$ cat src/rtl/alu_pkg.sv
`default_nettype none
// ============================================================================
//  Module   : alu_pkg
//  Purpose  : Shared ALU operation codes, instruction opcode/funct values and
//             forward-select encoding for the ALU and its issue stage.
//  Ports    : none (package)
//  Revision : 1.0 - initial release
// ============================================================================
package alu_pkg;

    // ALU operation codes; bit 2 is the subtract/invert control.
    localparam logic [2:0] ALU_AND = 3'b000;
    localparam logic [2:0] ALU_OR  = 3'b001;
    localparam logic [2:0] ALU_ADD = 3'b010;
    localparam logic [2:0] ALU_SUB = 3'b110;
    localparam logic [2:0] ALU_SLT = 3'b111;

    // Primary opcodes (instruction[31:26]).
    localparam logic [5:0] OP_RTYPE = 6'b000000;
    localparam logic [5:0] OP_LW    = 6'b100011;
    localparam logic [5:0] OP_SW    = 6'b101011;
    localparam logic [5:0] OP_ADDI  = 6'b001000;
    localparam logic [5:0] OP_BEQ   = 6'b000100;

    // R-type function codes (instruction[5:0]).
    localparam logic [5:0] FN_ADD = 6'b100000;
    localparam logic [5:0] FN_SUB = 6'b100010;
    localparam logic [5:0] FN_AND = 6'b100100;
    localparam logic [5:0] FN_OR  = 6'b100101;
    localparam logic [5:0] FN_SLT = 6'b101010;

    // Forward select; 2'b11 falls back to the register file.
    localparam logic [1:0] FWD_REG   = 2'b00;
    localparam logic [1:0] FWD_EXMEM = 2'b01;
    localparam logic [1:0] FWD_MEMWB = 2'b10;

endpackage
`default_nettype wire

$ cat src/rtl/alu_op_decode.sv
`default_nettype none
// ============================================================================
//  Module   : alu_op_decode
//  Purpose  : Combinational decode of opcode/funct into the ALU operation
//             code plus operand-B and branch qualifiers.
//  Ports    : opcode_i, funct_i   - instruction fields
//             signal_o            - 3-bit ALU op code
//             use_imm_o           - operand B comes from the immediate
//             is_beq_o            - branch-on-equal instruction
//             legal_o             - instruction is supported
//  Revision : 1.0 - initial release
// ============================================================================
module alu_op_decode
    import alu_pkg::*;
(
    input  logic [5:0] opcode_i,
    input  logic [5:0] funct_i,
    output logic [2:0] signal_o,
    output logic       use_imm_o,
    output logic       is_beq_o,
    output logic       legal_o
);

    always_comb begin
        signal_o  = ALU_ADD;
        use_imm_o = 1'b0;
        is_beq_o  = 1'b0;
        legal_o   = 1'b1;
        case (opcode_i)
            OP_RTYPE: begin
                case (funct_i)
                    FN_ADD:  signal_o = ALU_ADD;
                    FN_SUB:  signal_o = ALU_SUB;
                    FN_AND:  signal_o = ALU_AND;
                    FN_OR:   signal_o = ALU_OR;
                    FN_SLT:  signal_o = ALU_SLT;
                    default: legal_o  = 1'b0;
                endcase
            end
            OP_LW, OP_SW, OP_ADDI: begin
                signal_o  = ALU_ADD;
                use_imm_o = 1'b1;
            end
            OP_BEQ: begin
                signal_o = ALU_SUB;
                is_beq_o = 1'b1;
            end
            default: legal_o = 1'b0;
        endcase
    end

endmodule
`default_nettype wire

$ cat src/rtl/alu_issue_stage.sv
`default_nettype none
// ============================================================================
//  Module   : alu_issue_stage
//  Purpose  : ID/EX boundary register feeding the ALU. Decodes the ALU op,
//             selects forwarded operands, applies the immediate and handles
//             stall, flush and illegal-instruction reporting.
//  Ports    : clk, reset (sync, active-high)
//             id_valid, opcode, funct, rs_data, rt_data, imm_ext - ID inputs
//             fwd_a, fwd_b, ex_mem_result, mem_wb_result      - forwarding
//             stall, flush                                    - pipeline ctl
//             ex_valid, Signal, dataA, dataB, beq, illegal    - EX outputs
//  Revision : 1.0 - initial release
// ============================================================================
module alu_issue_stage
    import alu_pkg::*;
#(
    parameter int WIDTH = 32
) (
    input  logic             clk,
    input  logic             reset,
    input  logic             id_valid,
    input  logic [5:0]       opcode,
    input  logic [5:0]       funct,
    input  logic [WIDTH-1:0] rs_data,
    input  logic [WIDTH-1:0] rt_data,
    input  logic [WIDTH-1:0] imm_ext,
    input  logic [1:0]       fwd_a,
    input  logic [1:0]       fwd_b,
    input  logic [WIDTH-1:0] ex_mem_result,
    input  logic [WIDTH-1:0] mem_wb_result,
    input  logic             stall,
    input  logic             flush,
    output logic             ex_valid,
    output logic [2:0]       Signal,
    output logic [WIDTH-1:0] dataA,
    output logic [WIDTH-1:0] dataB,
    output logic             beq,
    output logic             illegal
);

    logic [2:0]       dec_signal;
    logic             dec_use_imm;
    logic             dec_is_beq;
    logic             dec_legal;
    logic [WIDTH-1:0] fwd_a_val;
    logic [WIDTH-1:0] fwd_b_val;

    logic             ex_valid_q, ex_valid_d;
    logic [2:0]       signal_q,   signal_d;
    logic [WIDTH-1:0] data_a_q,   data_a_d;
    logic [WIDTH-1:0] data_b_q,   data_b_d;
    logic             beq_q,      beq_d;
    logic             illegal_q,  illegal_d;

    alu_op_decode u_decode (
        .opcode_i  (opcode),
        .funct_i   (funct),
        .signal_o  (dec_signal),
        .use_imm_o (dec_use_imm),
        .is_beq_o  (dec_is_beq),
        .legal_o   (dec_legal)
    );

    // Forwarding muxes sit ahead of the register.
    always_comb begin
        case (fwd_a)
            FWD_EXMEM: fwd_a_val = ex_mem_result;
            FWD_MEMWB: fwd_a_val = mem_wb_result;
            default:   fwd_a_val = rs_data;
        endcase
        case (fwd_b)
            FWD_EXMEM: fwd_b_val = ex_mem_result;
            FWD_MEMWB: fwd_b_val = mem_wb_result;
            default:   fwd_b_val = rt_data;
        endcase
    end

    // Next-state: flush beats stall; anything not a legal valid instruction
    // becomes a bubble. Stall freezes the payload but always clears illegal
    // so the pulse is re-evaluated once the stall releases.
    always_comb begin
        ex_valid_d = 1'b0;
        signal_d   = ALU_ADD;
        data_a_d   = '0;
        data_b_d   = '0;
        beq_d      = 1'b0;
        illegal_d  = 1'b0;
        if (flush) begin
            // bubble, no illegal report
        end else if (stall) begin
            ex_valid_d = ex_valid_q;
            signal_d   = signal_q;
            data_a_d   = data_a_q;
            data_b_d   = data_b_q;
            beq_d      = beq_q;
        end else if (id_valid && dec_legal) begin
            ex_valid_d = 1'b1;
            signal_d   = dec_signal;
            data_a_d   = fwd_a_val;
            data_b_d   = dec_use_imm ? imm_ext : fwd_b_val;
            beq_d      = dec_is_beq;
        end else begin
            illegal_d  = id_valid;
        end
    end

    always_ff @(posedge clk) begin
        if (reset) begin
            ex_valid_q <= 1'b0;
            signal_q   <= ALU_ADD;
            data_a_q   <= '0;
            data_b_q   <= '0;
            beq_q      <= 1'b0;
            illegal_q  <= 1'b0;
        end else begin
            ex_valid_q <= ex_valid_d;
            signal_q   <= signal_d;
            data_a_q   <= data_a_d;
            data_b_q   <= data_b_d;
            beq_q      <= beq_d;
            illegal_q  <= illegal_d;
        end
    end

    assign ex_valid = ex_valid_q;
    assign Signal   = signal_q;
    assign dataA    = data_a_q;
    assign dataB    = data_b_q;
    assign beq      = beq_q;
    assign illegal  = illegal_q;

endmodule
`default_nettype wire

$ cat config.mk
export PLATFORM = sky130hd
export DESIGN_NAME = alu_issue_stage
export DESIGN_NICKNAME = d
export VERILOG_FILES = /design/src/rtl/alu_pkg.sv /design/src/rtl/alu_op_decode.sv /design/src/rtl/alu_issue_stage.sv
export SDC_FILE = /design/constraint.sdc
export NUM_CORES = 1
export LEC_CHECK = 0
export CAP_MARGIN = 15
export CORE_ASPECT_RATIO = 0.8
export CORE_UTILIZATION = 38
export DETAILED_ROUTE_END_ITERATION = 7
export HOLD_SLACK_MARGIN = 0.03
export PLACE_DENSITY = 0.81
export SLEW_MARGIN = 15
export SYNTH_ARGS = -nofsm -noshare
export SYNTH_HDL_FRONTEND = slang
export SYNTH_SLANG_ARGS = --single-unit
$ cat constraint.sdc
create_clock -name clk -period 2.25 [get_ports clk]
set_input_delay 0.675 -clock clk [delete_from_list [all_inputs] [get_ports clk]]
set_output_delay 0.675 -clock clk [all_outputs]
set_load 0.02 [all_outputs]
Yosys cells after proc, flatten, opt, wreduce, memory -nomap -nowiden. Cells that the tools add are included.

Eq/ne operators: 13. Mux-type cells: 14. Reduce and logical (&&, ||, !) cells: 7.

Operator list (number): one-hot mux 32 bit (2 select lines) (2); two-way mux 32 bit (3); equality test 6 bit, second input constant (7); one-hot mux 3 bit (4 select lines) (1); OR reduction 4 bit (2); equality test 6 x 3 -> 1 bit, second input constant (1); equality test 6 x 4 -> 1 bit, second input constant (1); logical NOT 6 bit (1); one-hot mux 3 bit (2 select lines) (1); two-way mux 1 bit (5); OR reduction 5 bit (1); equality test 2 x 1 -> 1 bit, second input constant (2); equality test 2 bit, second input constant (2); two-way mux 3 bit (1); OR reduction 3 bit (1); one-hot mux 1 bit (2 select lines) (1); OR reduction 2 bit (1); logical AND 1 bit (1).

Flip-flop bits (word level): 70. Output and inout bits: 70.

Longest topological paths before layout.
Word-level depth: 6. Depth in mapped cells: 8.

Modules after synthesis. From an unflattened synthesis, not the netlist that was laid out.

Cells, all modules: 457. Area total of the unflattened synthesis: 3931.3 sq um.

Modules (own cells, without submodules): alu_issue_stage (times used 1, cells an instance 436, area an instance 3772.4 sq um, sequential area each 1401.3 sq um); alu_op_decode (times used 1, cells an instance 21, area an instance 158.9 sq um, sequential area each 0.0 sq um).

Worst setup path after synthesis. Ideal clock, no wire load.

Kind: input to register. Start point: input port fwd_b[0]. End point: register data_b_q[10], in the netlist dataB[10]. Data arrival time: 1890 ps. Path slack: 273 ps. Stages: 8. Buffers on the path: 2. Cells stage by stage: inv_1 > ha_1 > clkbuf_1 > clkbuf_1 > nand2_1 > o21ai_0 > nand2_1 > a221oi_2.

Word-level cells in the longest chain between the ends: 4. Elaborated cells on any way between the ends: 5. Classes of those cells: eq/ne: 2; mux: 3.

Ends and longest elaborated chain: from (decl) (line alu_issue_stage.sv:28) `input logic [1:0] fwd_b,`; equality test 2 bit / equality test 2 x 1 -> 1 bit (equally long branches) (line alu_issue_stage.sv:71) `case (fwd_b)`; one-hot mux 32 bit (2 select lines) (*) (line alu_issue_stage.sv:71); two-way mux 32 bit (*) (line alu_issue_stage.sv:100) `data_b_d = dec_use_imm ? imm_ext : fwd_b_val;`; two-way mux 32 bit (*) (line alu_issue_stage.sv:96) `end else if (id_valid && dec_legal) begin`; to (signal assigned) (line alu_issue_stage.sv:119) `data_b_q <= data_b_d;`; to (decl) (line alu_issue_stage.sv:51) `logic [WIDTH-1:0] data_b_q, data_b_d;`.

Mark *: on every way between the ends. The rest lies on a longest branch, timed or not. A chain may end at the register's enable or synchronous reset.

==> summary.txt <==
diode count: 0
CP Class: in -> reg
vias: 5107
clock-pin slew on the worst setup and hold paths: 0.06 ns
Hold Crit Start: Signal[0]
Routed Antenna Nets: 0
Tightest Pin Transition: 0.590 ns
DR iter-0 viols: 384
final wirelength: 17400 um
clk_lat worst skew: 0.32 ns
Switching Fraction: 26.6%
crit path max fanout: 35
global-route wire length before repair: 26100 um
Clock power frac: 39.7%
max_cap viols: 0
most frequent cells in the layout: clkdlybuf4s50_1 (247), nand2_1 (130), dfxtp_1 (70), a22oi_1 (64), o21ai_0 (64)
gpl congestion: 0.922
Critical Path RT: 2.52 ns
I/O pin count: 251
CP Buf/Inv Count: 4
IO buf count: 250
met1 wire length: 7320 um
Slew headroom: 59.7%
Post-Syn Instances: 520
Die H: 96.8 um
Async SR Flop Fraction: 0%
PwrDens: 467 mW/mm^2
CTS Hold Bufs: 0
Initial Util: 39.2%
Worst Path Arrival: 2.45 ns
Layout fillers: 869
cts bufs inserted: 9
commonest non-fill, non-tap cell in the layout: clkdlybuf4s50_1
Yosys Warn Count: 0
Die Area: 0.0117 sq mm
Total GRT Usage: 28.8%
Final period util: 96.8%
switching power: 934 uW
TritonCTS clock tree: yes
Crit path max-delay family: buffers and inverters
die extent in x: 120 um
Area growth syn-to-layout: 76.4%
DR WL/cell: 18.9 um
largest net degree at the start of global routing: 41
Worst setup startpoint: stall
internal power: 2.58 mW
first drt pass iteration count: 5
r2r startpoint: dataB[2]
routed vias/inst: 5.55
total core area: 0.0109 sq mm
Seq. cell area: 0.00140 sq mm
WL met2: 8150 um
antenna violations before repair: 0
total gr overflow: 0
clock sinks: 70
clk buf depth: 2
Combinational Power Share: 24.9%
Setup Skew: 0 ns
Peak VDD IR: 0.349 mV
depth of the CTS H-tree: 3
DP HPWL: 13200 um
Final Hold Vio Count: 0
Synthesized Nets: 705
Post-DP Area: 0.00716 sq mm
critical path launch point type: input pin
vias in the first global route: 4970
routed wl met3: 1430 um
syn_area_per_cell: 8.21 sq um
CP peak stage delay: 0.58 ns
number of synthesized flops with an enable pin: 0
cts repair resizes: 0
row cnt: 34
Min Hold Slack: 0.476 ns
nets: 956
Max Freq: 459 MHz
outcome: completed
proportion of layout cells with a drive suffix above 1: 12.4%
Slowest-stage cell, CP: clkdlybuf4s50_1
# Post-CTS Setup Buffers: 0
Mapped Area: 0.00427 sq mm
Seq/Total Area, Yosys: 32.8%
Final Slew Violations: 0
Leakage Power: 2.72 nW
max layer used: met4
CP Cell Sequence: clkdlybuf4s50_1 > buf_4 > inv_1 > nor2_2 > buf_12 > a22o_1
Distinct cells, synth: 40
final setup violation count: 0
DRC: 0
clock root buffer: clkbuf_16
critical path endpoint category: flop
Yosys reg bits: 70
Reg power frac: 35.4%
Hold Crit Class: reg -> reg
Multi-input gate area: 0.00268 sq mm
Finished Cell Area: 0.00753 sq mm
Tmin final: 2.18 ns
Main synth FF type: dfxtp_1
[flip-flops by register name, indices dropped and copies added, names as in the netlist]
register and count:
dataA 32, ex_valid 1, illegal 1, Signal 3, beq 1, dataB 32
[logic make-up (layout without fill, tap and decap cells)]
family / after synthesis / in the layout / synth area share [%]
AOI/OAI and AO/OA: 239 / 239 / 44.7
and+or+nand+nor: 152 / 152 / 15.2
DFF: 70 / 70 / 32.8
buffers and inverters: 54 / 310 / 5.78
adders and majority gates: 4 / 4 / 1.17
muxes: 1 / 1 / 0.235
[cell usage after synthesis (2+ instances only)]
cell type | number | area [sq um]
nand2_1 | 130 | 488
dfxtp_1 | 70 | 1400
a22oi_1 | 64 | 480
o21ai_0 | 64 | 320
clkbuf_1 | 36 | 135
a22o_1 | 34 | 298
a21boi_0 | 32 | 240
a221oi_2 | 29 | 435
buf_2 | 5 | 25.0
inv_1 | 5 | 18.8
a21oi_1 | 4 | 20.0
buf_4 | 4 | 30.0
ha_1 | 4 | 50.1
a221oi_1 | 3 | 26.3
buf_6 | 3 | 33.8
nor3_1 | 3 | 15.0
nor3b_1 | 3 | 22.5
nand2b_1 | 2 | 12.5
nand3_1 | 2 | 10.0
nand4_1 | 2 | 12.5
nor2_1 | 2 | 7.51
[power groups by stage]
| stage | clock (mW) | sequential, mW | combinational [mW] |
|---|---|---|---|
| 2_1_floorplan | 0 | 1.27 | 0.325 |
| 3_3_place_gp | 0 | 1.27 | 0.828 |
| 3_5_place_dp | 0 | 1.27 | 0.843 |
| 4_1_cts | 1.41 | 1.24 | 0.849 |
| 5_1_grt | 1.47 | 1.24 | 0.948 |
| 6_report | 1.39 | 1.24 | 0.876 |
[path summary, 6_finish.rpt]
path	endpoint	slack [ns]	cells past startpoint
worst max-delay path	dataA[9]	0.07	6
worst min register to register	Signal[0]	0.48	1
worst max register to register	dataB[2]	1.22	3
worst min-delay path	Signal[0]	0.48	1
[through the flow]
stage | setup TNS, ns | instances | utilization, % | power, mW | worst slack (ns)
floorplan | 0 | 520 | - | 1.60 | 0.273
detailed placement | -13.95 | 903 | 65.7 | 2.11 | -0.295
CTS | 0 | 919 | 68.4 | 3.50 | 0.0349
global placement | -10.46 | 903 | 65.7 | 2.10 | -0.188
global route | -0.0243 | 920 | 69.1 | 3.66 | -0.0243
finish | 0 | 920 | 69.1 | 3.51 | 0.0730
[cell type report]
cell class / instances / area share (%)
Tap cell: 144 / 2.39
Inverter: 5 / 0.249
Sequential cell: 70 / 18.6
Multi-Input combinational cell: 396 / 35.5
Clock buffer: 10 / 3.04
Timing Repair Buffer: 289 / 39.3
Clock inverter: 6 / 0.831
[worst reg2reg max path: cells and delay by family, from the launching register on]
kind / cells / cell delay, ns
AOI/OAI and AO/OA: 2 / 0.47
DFF: 1 / 0.31
and+or+nand+nor: 1 / 0.13
[metal layers]
metal | up-vias | track usage [%]
li1 | 2463 | -
met5 | - | 0
met1 | 2363 | 37.5
met4 | 0 | 9.88
met3 | 38 | 7.84
met2 | 243 | 45.8
Note: power is estimated with default switching activity, not from simulation.
==> variant 1, RTL diff (same settings) <==
Make the reset (`reset`) asynchronous in one clocked block.
--- a/src/rtl/alu_issue_stage.sv
+++ b/src/rtl/alu_issue_stage.sv
@@ -104,7 +104,7 @@
         end
     end
 
-    always_ff @(posedge clk) begin
+    always_ff @(posedge clk or posedge reset) begin
         if (reset) begin
             ex_valid_q <= 1'b0;
             signal_q   <= ALU_ADD;
Function: differs if reset is asserted again (counterexample within 4 cycles, from zero or initial values and one cycle with reset high); with reset held inactive, the same outputs for 10 cycles.
==> variant 1 against the unedited design <==
Clock skew unchanged; final cell count decreased by 1.6%; cell area decreased by 2.3%; routed wire length is 13% lower; sequential cell count did not move; power decreased by 3.1%; hold slack worse by 0.0044 ns; critical path depth fell by 5; worst setup slack better by 0.049 ns; synthesized area is 2.1% lower; critical path type is now reg -> out.
==> variant 1: results <==
metrics = {
    "status": {
        "run_status": "finished, final reports clean",
    },
    "global_route": {
        "grt_pass1_wl_mm": 23.5,
        "grt_pass1_vias": 4971,
        "grt_max_degree": 71,
        "gr-usage-all-layers_pct": 26.3,
    },
    "placement": {
        "dp_hpwl_mm": 11.7,
        "detailed_place.area_sq_um": 7080,
        "place_ws_ns": -0.138,
        "place_congestion": 0.908,
    },
    "clock_tree": {
        "clk_pin_slew_ns": 0.05,
        "cts_buffers": 9,
        "post_cts_buffers": 0,
    },
    "synthesis": {
        "synthTopCellsByCount": "nand2_1, dfrtp_1, a22oi_1",
        "async_reset_ff_share_pct": 100,
        "yosysSeqAreaShare_pct": 41.9,
        "ys_dominant_reg_cell": "dfrtp_1",
        "synthTopCellsByArea": "dfrtp_1, a22oi_1, nand2_1, mux2i_1, o21ai_0",
        "ys_types": 30,
        "synth_nets": 697,
    },
    "finish": {
        "fin_nets": 945,
        "drive_gt1_share_pct": 7.19,
        "antennaDiodeCount": 0,
    },
    "power_and_ir_drop": {
        "leakagePower_nw": 3.15,
        "switching_power_uw": 885,
        "peakVddDrop_mv": 0.357,
    },
    "drt": {
        "dr.pass1.iters": 5,
        "drt_iter0_drc": 303,
        "wl_per_cell_um": 16.7,
        "vias": 4871,
    },
    "critical_path": {
        "critPathMaxStageDelay_ns": 0.60,
        "critPathMaxFanout": 2,
        "cp_data_arrival_time_ns": 1.45,
    },
    "timing": {
        "max_slew_margin_pct": 75.3,
    },
}
-- variant 1: worst paths after layout --
kind	from	endpoint	slack, ns	cells past startpoint
max	Signal[1]	Signal[1]	0.12	1
min	Signal[1]	Signal[1]	0.47	2
max reg2reg	Signal[1]	Signal[1]	1.49	2
min reg2reg	Signal[1]	Signal[1]	0.47	2
max in group asynchronous	reset	Signal[1]	1.12	3
min in group asynchronous	reset	dataB[26]	0.82	3
-- variant 1: layout make-up --
class / instances / area (sq um)
Clock buffer: 10 / 239
Clock inverter: 6 / 37.5
Fill cell: 837 / 3130
Inverter: 7 / 30.0
Multi-Input combinational cell: 391 / 2210
Sequential cell: 70 / 1750
Tap cell: 140 / 175
Timing Repair Buffer: 281 / 2910
-- variant 1: per-layer routing --
metal / track usage, % / vias to the layer above / part of all wire [%]
li1: - / 2316 / -
met1: 29.2 / 2266 / 38
met2: 48.1 / 258 / 51
met3: 7.05 / 31 / 8.9
met4: 11.2 / 0 / 2.3
met5: 0 / - / 0
-- variant 1: tightest hold or removal path, stage by stage (launching register included) --
cell     delay, ns
dfstp_2       0.37
inv_1         0.05
a21oi_1       0.05
-- variant 1: kinds of logic (layout without fill, tap and decap cells) --
| logic type | Yosys count | in the layout | share of synthesized area [%] |
|---|---|---|---|
| buffers and inverters | 51 | 304 | 5.45 |
| multiplexers | 33 | 33 | 7.90 |
| AO/OA/AOI/OAI | 202 | 202 | 28.6 |
| flip-flops | 70 | 70 | 41.9 |
| AND/OR/NAND/NOR | 152 | 152 | 14.9 |
| adder cells (fa/ha/maj) | 4 | 4 | 1.20 |
-- variant 1: power by group through the flow --
stage	clock network (mW)	logic (mW)	registers, mW
6_report	1.28	0.859	1.27
5_1_grt	1.36	0.930	1.27
4_1_cts	1.31	0.858	1.27
3_5_place_dp	0	0.856	1.29
3_3_place_gp	0	0.836	1.29
2_1_floorplan	0	0.325	1.30
-- variant 1: metrics by stage --
| stage | setup TNS [ns] | cells | utilization [%] |
|---|---|---|---|
| 2_1_floorplan | 0 | 512 | - |
| 3_3_place_gp | -2.13 | 889 | 67.5 |
| 3_5_place_dp | -5.81 | 889 | 67.5 |
| 4_1_cts | 0 | 905 | 70.2 |
| 5_1_grt | 0 | 905 | 70.2 |
| 6_report | 0 | 905 | 70.2 |
==> variant 2, RTL diff (config.mk and constraints unchanged) <==
Made on the original files. `WIDTH`: 32 -> 40.
--- a/src/rtl/alu_issue_stage.sv
+++ b/src/rtl/alu_issue_stage.sv
@@ -14,7 +14,7 @@
 module alu_issue_stage
     import alu_pkg::*;
 #(
-    parameter int WIDTH = 32
+    parameter int WIDTH = 40
 ) (
     input  logic             clk,
     input  logic             reset,
Interface: changed (7 resized); port bits go from 251 to 307. The function was not compared with the original's and may differ.
==> variant 2 against the unedited design <==
Synthesized cell count up 30%; final cell count up 25%; critical path depth up 1; worst setup slack better by 0.027 ns; cell area up 18%; die area up 16%; routed wire length up 23%; register-to-register slack worse by 0.02 ns; clock skew unchanged; combinational power up 20%; synthesized area up 16%; sequential cell count up 16; global-route usage up 1.6 points; power up 18%.
==> variant 2: results <==
metrics = {
    "drt": {
        "wl_met2_mm": 10.2,
        "drt_iter0_drc": 409,
        "wl_met1_mm": 8.46,
        "wl_met3_mm": 2.07,
        "wl_mm": 21.4,
    },
    "clock_tree": {
        "clk_latency_ns": 0.34,
    },
    "finish": {
        "num-nonclk-buffers": 355,
        "fin_cells": 1154,
        "multi_input_area_sq_um": 3040,
        "antennaDiodeCount": 1,
        "clk_share_pct": 3.40,
        "drive_gt1_share_pct": 8.35,
    },
    "critical_path": {
        "critPathMaxFanout": 28,
        "cp_data_arrival_time_ns": 2.39,
        "rr_endpoint": "dataB[28]",
        "regToRegStartpoint": "dataB[28]",
        "r2r_setup_slack_ns": 1.20,
        "critPathMaxStageDelay_ns": 0.45,
    },
    "synthesis": {
        "yosysSeqAreaShare_pct": 34.8,
        "ys_types": 36,
        "synth_nets": 902,
        "synth_fa_ha_area_share_pct": 1.01,
        "synthTopCellsByCount": "nand2_1, dfxtp_1, a22oi_1",
    },
    "placement": {
        "place_ws_ns": -0.291,
        "port_buffers": 306,
        "dp_hpwl_mm": 16.3,
        "detailed_place.area_sq_um": 8520,
        "place_congestion": 0.924,
    },
    "power_and_ir_drop": {
        "power_density_nw_per_um2": 466,
        "pg_seq_mw": 1.53,
        "peakVddDrop_mv": 0.338,
        "internal-power_mw": 3.08,
    },
    "worst_hold_path": {
        "hp-start": "dataA[12]",
    },
    "global_route": {
        "gr-usage-met1_pct": 36.9,
        "gr-usage-met2_pct": 51.9,
        "grtUsageMet3_pct": 7.10,
        "grt_pass1_wl_mm": 31.4,
    },
    "status": {
        "run_status": "finished, final reports clean",
    },
    "timing": {
        "whs_ns": 0.448,
    },
}
variant 2: changes by cell type after synthesis, moves of 17 or more:
| cell | change |
|---|---|
| nor2_1 | +40 |
| o21ai_0 | -23 |
| clkbuf_1 | +17 |
| a221oi_2 | -29 |
| o21ai_1 | +41 |
| a22o_1 | -32 |
| nand2_1 | +34 |
| a221oi_1 | +37 |
| a21oi_1 | +39 |
variant 2: what timing repair did:
| action | 4_1_cts | 5_1_grt |
|---|---|---|
| setup endpoints to repair | 0 | 50 |
| hold endpoints to repair | 0 | 0 |
| resized for setup | 0 | 10 |
variant 2: worst max-delay path by stage:
stage / slack [ns] / depth (start not counted) / to
3_5_place_dp: -0.29 / 6 / dataA[9]
2_1_floorplan: 0.20 / 6 / dataA[0]
4_1_cts: 0.05 / 6 / dataA[38]
5_1_grt: 0.02 / 7 / dataB[19]
3_3_place_gp: -0.27 / 6 / dataA[9]
6_report: 0.1 / 7 / dataB[17]
